$ cat src/rtl/bit_serializer.sv
// rtl/bit_serializer.sv - parallel-to-serial converter with one-word holding buffer
// Streams WIDTH-bit words onto x_out with zero-gap back-to-back operation.
module bit_serializer #(
  parameter int WIDTH     = 8,
  parameter bit MSB_FIRST = 1'b1
) (
  input  logic             clk,
  input  logic             reset,
  input  logic [WIDTH-1:0] din,
  input  logic             din_valid,
  output logic             din_ready,
  output logic             x_out,
  output logic             x_valid,
  output logic             word_done
);

  localparam int CW = $clog2(WIDTH);
  localparam logic [CW-1:0] LAST = CW'(WIDTH - 1);

  typedef enum logic {IDLE, SHIFT} state_t;

  state_t           state_q, state_d;
  logic [WIDTH-1:0] sh_q, sh_d;
  logic [WIDTH-1:0] hold_q, hold_d;
  logic             hold_full_q, hold_full_d;
  logic [CW-1:0]    cnt_q, cnt_d;
  logic             rdy_en_q, rdy_en_d;

  logic             accept;
  logic [WIDTH-1:0] sh_shifted;

  always_ff @(posedge clk or negedge reset) begin
    if (!reset) begin
      state_q     <= IDLE;
      sh_q        <= '0;
      hold_q      <= '0;
      hold_full_q <= 1'b0;
      cnt_q       <= '0;
      rdy_en_q    <= 1'b0;
    end else begin
      state_q     <= state_d;
      sh_q        <= sh_d;
      hold_q      <= hold_d;
      hold_full_q <= hold_full_d;
      cnt_q       <= cnt_d;
      rdy_en_q    <= rdy_en_d;
    end
  end

  // The output end of sh is the MSB or LSB; shifting moves the next bit there.
  always_comb begin
    if (MSB_FIRST) sh_shifted = {sh_q[WIDTH-2:0], 1'b0};
    else           sh_shifted = {1'b0, sh_q[WIDTH-1:1]};
  end

  assign accept = din_valid & din_ready;

  always_comb begin
    state_d     = state_q;
    sh_d        = sh_q;
    hold_d      = hold_q;
    hold_full_d = hold_full_q;
    cnt_d       = cnt_q;
    rdy_en_d    = 1'b1;
    case (state_q)
      IDLE: begin
        if (accept) begin
          sh_d    = din;
          cnt_d   = '0;
          state_d = SHIFT;
        end
      end
      SHIFT: begin
        if (cnt_q != LAST) begin
          sh_d  = sh_shifted;
          cnt_d = cnt_q + 1'b1;
          if (accept) begin
            hold_d      = din;
            hold_full_d = 1'b1;
          end
        end else begin
          cnt_d = '0;
          // Last bit on the wire: chain the next word with no idle cycle.
          if (hold_full_q) begin
            sh_d        = hold_q;
            hold_full_d = 1'b0;
          end else if (accept) begin
            sh_d = din;
          end else begin
            state_d = IDLE;
          end
        end
      end
      default: state_d = IDLE;
    endcase
  end

  always_comb begin
    din_ready = rdy_en_q & ~hold_full_q;
    x_valid   = (state_q == SHIFT);
    x_out     = 1'b0;
    word_done = 1'b0;
    if (state_q == SHIFT) begin
      x_out     = MSB_FIRST ? sh_q[WIDTH-1] : sh_q[0];
      word_done = (cnt_q == LAST);
    end
  end

endmodule
$ cat config.mk
export PLATFORM = sky130hd
export DESIGN_NAME = bit_serializer
export DESIGN_NICKNAME = d
export VERILOG_FILES = /design/src/rtl/bit_serializer.sv
export SDC_FILE = /design/constraint.sdc
export NUM_CORES = 1
export LEC_CHECK = 0
export CAP_MARGIN = 20
export CORE_MARGIN = 4
export CORE_UTILIZATION = 30
export CTS_BUF_LIST = sky130_fd_sc_hd__clkbuf_4 sky130_fd_sc_hd__clkbuf_8
export DETAILED_ROUTE_END_ITERATION = 6
export HOLD_SLACK_MARGIN = 0.08
export PLACE_DENSITY = 0.51
export SLEW_MARGIN = 20
export SYNTH_ARGS = -nofsm -noshare
export SYNTH_HDL_FRONTEND = slang
export SYNTH_SLANG_ARGS = --single-unit
export TNS_END_PERCENT = 30
$ cat constraint.sdc
create_clock -name clk -period 3.5 [get_ports clk]
set_input_delay 0.7 -clock clk [delete_from_list [all_inputs] [get_ports clk]]
set_output_delay 0.7 -clock clk [all_outputs]
set_load 0.02 [all_outputs]
==> impl_metrics.tcl, run 1 <==
set metrics [dict create \
    status "finished, final reports clean" \
    floorplan.core_area_um2 3103 \
    gp_congestion 0.7275 \
    h_tree_levels 1 \
    route.vias.total 713 \
    fin_ws_ns 0.6655 \
    worst_skew_pair.late_latency_ns 0.31 \
    detailedRoute.firstPassIterationCount 4 \
    detail_route.wirelength_um 2041 \
    initial_antenna_violation_count 0 \
    power_frac_seq_pct 49.2 \
    drc 0 \
    tightest_slew_ns 0.7139 \
    worst_r2r_startpoint "cnt_q[0]$_DFFE_PN0P_" \
    first_global_vias 744 \
    most_crowded_layer_after_global_routing "met2" \
    max_freq_mhz 352.8 \
    port-buffer-count 14 \
    total_clock_buffers_created_by_cts 3 \
    detail_route.iter0.violations 41 \
    finalHoldViolations 0 \
    cts.sink_count 22 \
    post_cts_setup_driven_buffer_insertion_count 0 \
    clock_tree_from_tritoncts "built" \
    post_route_cells_drive_above_1_share_pct 13.86 \
    grtUsageTotal_pct 10.68 \
    postSynthAreaPerCell_um2 11.13 \
    grt.met1_usage_pct 13.56 \
    max-vdd-ir-drop_mv 0.1868 \
    worst_setup_path_end_kind "output port" \
    layout.cells.non_filler 145 \
    antenna_cells 0 \
    synthesis.area_um2 991.0 \
    switchingPower_mw 0.3448 \
    place_inst 142 \
    syn-num-nets 102 \
    min_period_ns 2.835 \
    rsz0062_at_grt "no" \
    synth-seq-cells 22 \
    cts_hold_buffers 0 \
    yosys.cell_types.count 23 \
    std_cell_rows 20 \
    crit_top_cell "ha_1" \
    grt_overflow_total 0 \
    hold_path_class "primary input to asynchronous set/reset pin" \
    p_leak_nw 0.4856 \
    crit_fanout 11 \
    post-layout-total-power_mw 0.9515 \
    final_max_slew_viol_count 0 \
    synthToLayoutAreaGrowth_pct 18.56 \
    post_dp_cell_area_um2 1157 \
    slowest_stage "clkdlybuf4s50_1" \
    timing.max_cap.violations 0 \
    yosysWarnings 0 \
    setup.worst_path.start "cnt_q[0]$_DFFE_PN0P_" \
    synthesis.instances 89 \
    die-area_um2 4287 \
    synth_top_area_cell "dfrtp_1" \
    pwr-share-clk_pct 12.1 \
    post_cts_resized 0 \
    grt_use_met2_pct 16.94 \
    ioPinCount 15 \
    estimated_wirelength_of_the_detail_placed_design_um 1377 \
    crit_path_start_kind "register" \
    detailedPlace.worstSlack_ns 0.9346 \
    finish.utilization_pct 37.86 \
    worst-endpoint-arrival_ns 2.13 \
    number_of_vias_per_cell_after_detailed_routing 4.917 \
    fraction_of_met3_tracks_used_by_global_routing_pct 1.880 \
    grt_start_max_net_pins 23 \
    route.detailed.wl_per_inst_um 14.08 \
    netlist.area_leader.share_pct 55.56 \
    grt_first_pass_wirelength_um 3505 \
    power_density_nw_per_um2 809.8 \
    clkSlewWorstSetupHoldPaths_ns 0.12 \
    clock_tree.buffer_depth 2 \
    finalCritPeriodShare_pct 80.99 \
    crit_chain "ha_1 > ha_1 > and2_1 > clkdlybuf4s50_1" \
    fin_tns_setup_ns 0 \
    required_ns 2.80 \
    final.setup_skew_ns 0.009002 \
    nets 116 \
    sw_frac_of_total_pct 36.24 \
    seq_area_frac_synth_pct 55.56 \
    netlist_top_cells_area "dfrtp_1 (56%), mux2_2 (9.1%), nand2_1 (7.6%)" \
    worst_path_largest_cell_delay_ns 0.62 \
    finalSetupViolCount 0 \
    hold-worst-slack_ns 0.3335 \
    final_design_area_no_fill_um2 1175 \
    p_int_mw 0.6067 \
    clock-root-buffer "clkbuf_4" \
    detail-route-antenna-nets 0 \
    die-width_um 65.48 \
    floorplan.die.height_um 65.48 \
    critPathKind "register to output port" \
    start_util_pct 31.94 \
    comb_power_share_pct 38.7 \
    slew_headroom_pct 52.09 \
    fill_cells 336 \
]
-- kinds of logic after synthesis --
kind of cell / Yosys count / share of synthesized area (%)
AOI/OAI and AO/OA: 20 / 14.14
buffers and inverters: 6 / 3.283
and+or+nand+nor: 29 / 13.51
DFF: 22 / 55.56
other: 1 / 0.3784
muxes: 9 / 10.61
adders and majority gates: 2 / 2.525
-- path summary, 6_finish.rpt --
| kind | slack [ns] | to | cells past startpoint |
|---|---|---|---|
| worst max-delay path | 0.67 | word_done | 4 |
| worst min-delay path | 0.33 | cnt_q[2]$_DFFE_PN0P_ | 1 |
| worst max register to register | 1.44 | hold_q[2]$_DFFE_PN0P_ | 5 |
| worst min register to register | 0.52 | cnt_q[0]$_DFFE_PN0P_ | 1 |
| max in group asynchronous | 2.82 | hold_q[4]$_DFFE_PN0P_ | 1 |
| min in group clk | 0.52 | cnt_q[0]$_DFFE_PN0P_ | 1 |
-- worst max-delay path: cells and delay by family (launching register included) --
| kind | cells | cell delay (ns) |
|---|---|---|
| adder cells (fa/ha/maj) | 2 | 0.57 |
| buffers and inverters | 1 | 0.62 |
| flip-flops | 1 | 0.40 |
| AND/OR/NAND/NOR | 1 | 0.24 |
-- Yosys cell counts --
cell	count
dfrtp_1	22
nand2_1	20
mux2_2	8
a32oi_1	7
o22ai_1	7
o21ai_0	3
and2_1	2
buf_2	2
clkbuf_1	2
ha_1	2
nand3b_1	2
a21oi_1	1
a32o_1	1
and3b_1	1
buf_6	1
conb_1	1
inv_1	1
mux2_4	1
nand2b_1	1
nor2_1	1
nor2_2	1
nor2b_1	1
o21ai_1	1
-- state kept, by name, indices dropped and copies added (netlist names) --
signal / cells
hold_q: 8
sh_q: 8
cnt_q: 3
hold_full_q: 1
rdy_en_q: 1
x_valid: 1
-- power groups by stage --
stage / clock (mW) / sequential [mW] / combinational, mW
after floorplan: 0 / 0.438 / 0.291
after global placement: 0 / 0.474 / 0.365
after detailed placement: 0 / 0.476 / 0.372
after CTS: 0.121 / 0.469 / 0.372
after global routing: 0.131 / 0.483 / 0.414
final: 0.115 / 0.468 / 0.368
-- cell type report --
cell class,instances,area (um2),area share [%]
flip-flops and latches,22,550.5,46.86
multi-input cells,61,407.9,34.72
repair buffers,14,135.1,11.50
well taps,44,55.05,4.686
clock buffers,3,22.52,1.917
inverters,1,3.754,0.3195
-- cell usage in the layout (no fill, tap or decap), types with 2 or more instances in the layout --
master	synthesis	layout
o21ai_0	3	3
nand3b_1	2	2
dfrtp_1	22	22
clkdlybuf4s50_1	0	13
mux2_2	8	8
nand2_1	20	20
a32oi_1	7	7
and2_1	2	2
ha_1	2	2
o22ai_1	7	7
clkbuf_4	0	3
-- routing by layer --
metal | part of all wire [%] | up-vias
li1 | - | 345
met1 | 45 | 349
met2 | 50 | 19
met3 | 4.5 | 0
met4 | 0 | 0
met5 | 0 | -
No activity file was read; power rests on OpenSTA's default activity.
==> inputs of run 2 (changes only) <==
- PLACE_DENSITY: 0.51 -> 0.53
- clock period: 3.5 -> 2.4 ns (I/O delays scaled with it)
==> impl_metrics.tcl, run 2 (synthesis gave the netlist of run 1 again) <==
set metrics [dict create \
    status "finished, final reports clean" \
    estimated_wirelength_of_the_detail_placed_design_um 1448 \
    switchingPower_mw 0.5105 \
    required_ns 1.92 \
    pwr-share-clk_pct 14.0 \
    clkSlewWorstSetupHoldPaths_ns 0.12 \
    crit_path_start_kind "register" \
    min_period_ns 1.996 \
    detail_route.iter0.violations 18 \
    rsz0062_at_grt "no" \
    grt_start_max_net_pins 23 \
    timing.max_cap.violations 0 \
    max_freq_mhz 501.0 \
    power_density_nw_per_um2 1175 \
    grtUsageTotal_pct 11.00 \
    p_leak_nw 0.5451 \
    route.detailed.wl_per_inst_um 13.24 \
    route.vias.total 735 \
    finalHoldViolations 0 \
    post_route_cells_drive_above_1_share_pct 19.27 \
    final.setup_skew_ns 0.001292 \
    layout.cells.most_common "dfrtp_1" \
    antenna_cells 0 \
    finalSetupViolCount 0 \
    finalCritPeriodShare_pct 83.17 \
    worst-endpoint-arrival_ns 1.52 \
    floorplan.die.height_um 65.48 \
    die-area_um2 4287 \
    path_delay_family "flip-flops" \
    place_inst 149 \
    drc 0 \
    crit_chain "ha_1 > ha_1 > and2_1 > dlymetal6s2s_1" \
    worstPathBufferInverterCount 1 \
    die-width_um 65.48 \
    crit_top_cell "ha_1" \
    hold_path_class "primary input to asynchronous set/reset pin" \
    initial_antenna_violation_count 0 \
    clock-root-buffer "clkbuf_4" \
    nets 123 \
    worst-r2r-setup-slack_ns 0.53 \
    mostFrequentLayoutCells "dfrtp_1 (22), nand2_1 (20), clkdlybuf4s50_1 (13), mux2_2 (8)" \
    worst_setup_path_end_kind "output port" \
    port-buffer-count 14 \
    floorplan.core_area_um2 3103 \
    total_clock_buffers_created_by_cts 3 \
    worst_path_largest_cell_delay_ns 0.42 \
    ioPinCount 15 \
    std_cell_rows 20 \
    post_dp_cell_area_um2 1210 \
    hold-worst-slack_ns 0.5032 \
    clock_tree_from_tritoncts "built" \
    critPathKind "register to output port" \
    worst_skew_pair.late_latency_ns 0.30 \
    final_design_area_no_fill_um2 1249 \
    crit_fanout 3 \
    finish.utilization_pct 40.24 \
    grt_first_pass_wirelength_um 3594 \
    p_int_mw 0.9566 \
    start_util_pct 31.94 \
    synthToLayoutAreaGrowth_pct 26.01 \
    detail-route-antenna-nets 0 \
    fin_tns_setup_ns 0 \
    number_of_vias_per_cell_after_detailed_routing 4.804 \
    h_tree_levels 1 \
    final_max_slew_viol_count 0 \
    cts.sink_count 22 \
    slowest_stage "dfrtp_1" \
    cts_hold_buffers 0 \
    clock_tree.buffer_depth 2 \
    grt_overflow_total 0 \
    detailedRoute.firstPassIterationCount 4 \
    gp_congestion 0.7375 \
    layout.cells.non_filler 153 \
    comb_power_share_pct 41.6 \
    detail_route.wirelength_um 2026 \
    power_frac_seq_pct 44.4 \
    max-vdd-ir-drop_mv 0.4570 \
    first_global_vias 776 \
    reg_top3 "hold_q (8), sh_q (8), cnt_q (3)" \
    sw_frac_of_total_pct 34.80 \
]
==> run 2: cell count changes in the layout (fill, tap and decap cells not counted) <==
cell            change
buf_2               -1
buf_4               +7
clkbuf_8            +1
dlymetal6s2s_1      +1
==> run 2: area by class of cell <==
class,count,area [um2]
clock buffer,4,36.28
fill,332,1854
inverter,1,3.754
multi-input combinational,61,407.9
sequential,22,550.5
tap,44,55.05
timing repair buffer,21,195.2
==> run 2: power by group through the flow <==
stage | registers [mW] | logic, mW | clock network [mW]
2_1_floorplan | 0.638 | 0.425 | 0
3_3_place_gp | 0.660 | 0.602 | 0
3_5_place_dp | 0.662 | 0.616 | 0
4_1_cts | 0.655 | 0.616 | 0.213
5_1_grt | 0.679 | 0.691 | 0.235
6_report | 0.652 | 0.610 | 0.205
==> run 2: metal layers <==
metal | track usage [%] | up-vias | wire, um
met5 | 0 | - | 0
met4 | 3.109 | 0 | 18
met3 | 3.419 | 2 | 89
met2 | 17.19 | 13 | 932
met1 | 14.64 | 362 | 986
li1 | - | 358 | -
==> run 2: worst paths after layout <==
check,depth (start not counted),to,from
worst max-delay path,4,word_done,cnt_q[0]$_DFFE_PN0P_
worst min-delay path,2,cnt_q[2]$_DFFE_PN0P_,reset
worst max register to register,7,hold_q[4]$_DFFE_PN0P_,cnt_q[0]$_DFFE_PN0P_
worst min register to register,1,cnt_q[0]$_DFFE_PN0P_,cnt_q[0]$_DFFE_PN0P_
max in group asynchronous,2,hold_q[0]$_DFFE_PN0P_,reset
min in group clk,1,cnt_q[0]$_DFFE_PN0P_,cnt_q[0]$_DFFE_PN0P_
==> run 2: repair_timing <==
action                                  in CTS  in global routing
resized for setup                            0                  1
buffers inserted                             0                  0
endpoints found under the setup margin       0                  1
==> run 2: metrics by stage <==
| stage | power [mW] | worst slack [ns] |
|---|---|---|
| after floorplan | 1.063 | 0.7148 |
| after global placement | 1.262 | 0.4617 |
| after detailed placement | 1.279 | 0.4370 |
| after CTS | 1.484 | 0.05324 |
| after global routing | 1.605 | 0.3034 |
| final | 1.467 | 0.4039 |
==> inputs of run 3 (changes only) <==
- clock period: 2.4 -> 1.65 ns (I/O delays scaled with it)
==> impl_metrics.tcl, run 3 (synthesis gave the netlist of run 1 again) <==
set metrics [dict create \
    status "complete, but fails checks" \
    violations "setup timing" \
    p_leak_nw 0.6052 \
    final_max_slew_viol_count 0 \
    cts.sink_count 22 \
    critPathKind "register to register" \
    rsz0062_at_grt "yes" \
    drc 0 \
    route.detailed.wl_per_inst_um 14.22 \
    finish.utilization_pct 44.96 \
    grtUsageTotal_pct 11.79 \
    fin_tns_setup_ns -0.1575 \
    worst_skew_pair.late_latency_ns 0.32 \
    detail-route-antenna-nets 0 \
    max-vdd-ir-drop_mv 0.5094 \
    met2_wl_post_dr_um 1082 \
    clock_tree.buffer_depth 2 \
    grt_first_pass_wirelength_um 3836 \
    finalHoldViolations 0 \
    hold_path_class "primary input to asynchronous set/reset pin" \
    post_route_cells_drive_above_1_share_pct 31.03 \
    first_global_vias 776 \
    maxUsedRoutingLayer "met4" \
    estimated_wirelength_of_the_detail_placed_design_um 1533 \
    gp_congestion 0.7300 \
    crit_path_start_kind "register" \
    detail_route.iter0.violations 29 \
    detailedRoute.firstPassIterationCount 4 \
    min_period_ns 1.686 \
    final_design_area_no_fill_um2 1395 \
    clkSlewWorstSetupHoldPaths_ns 0.14 \
    max_freq_mhz 593.0 \
    reg_top3 "hold_q (8), sh_q (8), cnt_q (3)" \
    floorplan.die.height_um 65.48 \
    finalSetupViolCount 9 \
    ioPinCount 15 \
    worst-endpoint-arrival_ns 1.89 \
    worst_setup_path_end_kind "register" \
    port-buffer-count 14 \
    detail_route.wirelength_um 2275 \
    timing.max_cap.violations 0 \
    synthToLayoutAreaGrowth_pct 40.78 \
    number_of_vias_per_cell_after_detailed_routing 4.875 \
    crit_fanout 8 \
    grt_start_max_net_pins 23 \
    finalCritPeriodShare_pct 102.2 \
    required_ns 1.85 \
    die-width_um 65.48 \
    cts_hold_buffers 0 \
    clock-root-buffer "clkbuf_4" \
    route.met3.wl_um 100 \
    antenna_cells 0 \
    route.vias.total 780 \
    nets 130 \
    post-layout-total-power_mw 2.535 \
    total_clock_buffers_created_by_cts 3 \
    std_cell_rows 20 \
    floorplan.core_area_um2 3103 \
    power_density_nw_per_um2 1817 \
    grt_overflow_total 0 \
    clock_tree_from_tritoncts "built" \
    final.setup_skew_ns 0.01816 \
    fin_ws_ns -0.03636 \
    wl_met1_um 1076 \
    layout.cells.most_common "dfrtp_1" \
    mostFrequentLayoutCells "dfrtp_1 (22), nand2_1 (19), buf_4 (12), clkdlybuf4s50_1 (10), mux2_4 (9)" \
    post_dp_cell_area_um2 1260 \
    die-area_um2 4287 \
    h_tree_levels 1 \
    start_util_pct 31.94 \
    initial_antenna_violation_count 0 \
]
[run 3: worst paths after layout]
check	startpoint	to	slack (ns)	depth (start not counted)
setup / recovery	cnt_q[0]$_DFFE_PN0P_	hold_q[6]$_DFFE_PN0P_	-0.04	7
hold / removal	reset	sh_q[5]$_DFF_PN0_	0.34	2
setup reg to reg	cnt_q[0]$_DFFE_PN0P_	hold_q[6]$_DFFE_PN0P_	-0.04	7
hold reg to reg	hold_q[0]$_DFFE_PN0P_	hold_q[0]$_DFFE_PN0P_	0.53	1
max in group asynchronous	reset	hold_q[0]$_DFFE_PN0P_	1.06	2
min in group clk	hold_q[0]$_DFFE_PN0P_	hold_q[0]$_DFFE_PN0P_	0.53	1
[run 3: layer usage]
metal	vias to the layer above	GRT usage (%)
met5	-	0
met4	0	3.886
met3	2	3.248
met2	19	17.45
met1	384	16.56
li1	375	-
[run 3: power breakdown]
group          switching, mW  internal (mW)
registers              0.170          0.798
logic                  0.505          0.641
clock network          0.175          0.246
[run 3: cell type report]
class                   count  area (um2)
well taps                  44       55.05
flip-flops and latches     22       550.5
repair buffers             28       255.2
multi-input cells          61       478.0
clock buffers               3       22.52
fillers                   302        1708
inverters                   1       3.754
clock inverters             1       30.03
[run 3: metrics by stage]
| step | worst slack [ns] | instances | hold WS [ns] |
|---|---|---|---|
| final | -0.03636 | 160 | 0.3363 |
| after global routing | -0.08581 | 160 | 0.3380 |
| after CTS | -0.07901 | 159 | 0.3448 |
| after detailed placement | -0.1552 | 154 | 0.5042 |
| after global placement | -0.1301 | 154 | 0.4936 |
| after floorplan | 0.01937 | 89 | 0.03441 |
[run 3: critical path, stage by stage (launching register included)]
cell and delay [ns]:
dfrtp_1 0.41, ha_2 0.21, ha_4 0.17, buf_6 0.11, nand2b_4 0.14, nor2_4 0.10, buf_12 0.15, mux2_4 0.30
[run 3: what timing repair did]
| item | in CTS | in global routing |
|---|---|---|
| pin swaps | 2 | 3 |
| setup buffers | 1 | 1 |
| endpoints found under the setup margin | 15 | 14 |
| gates cloned | 0 | 0 |
| resized for setup | 18 | 10 |
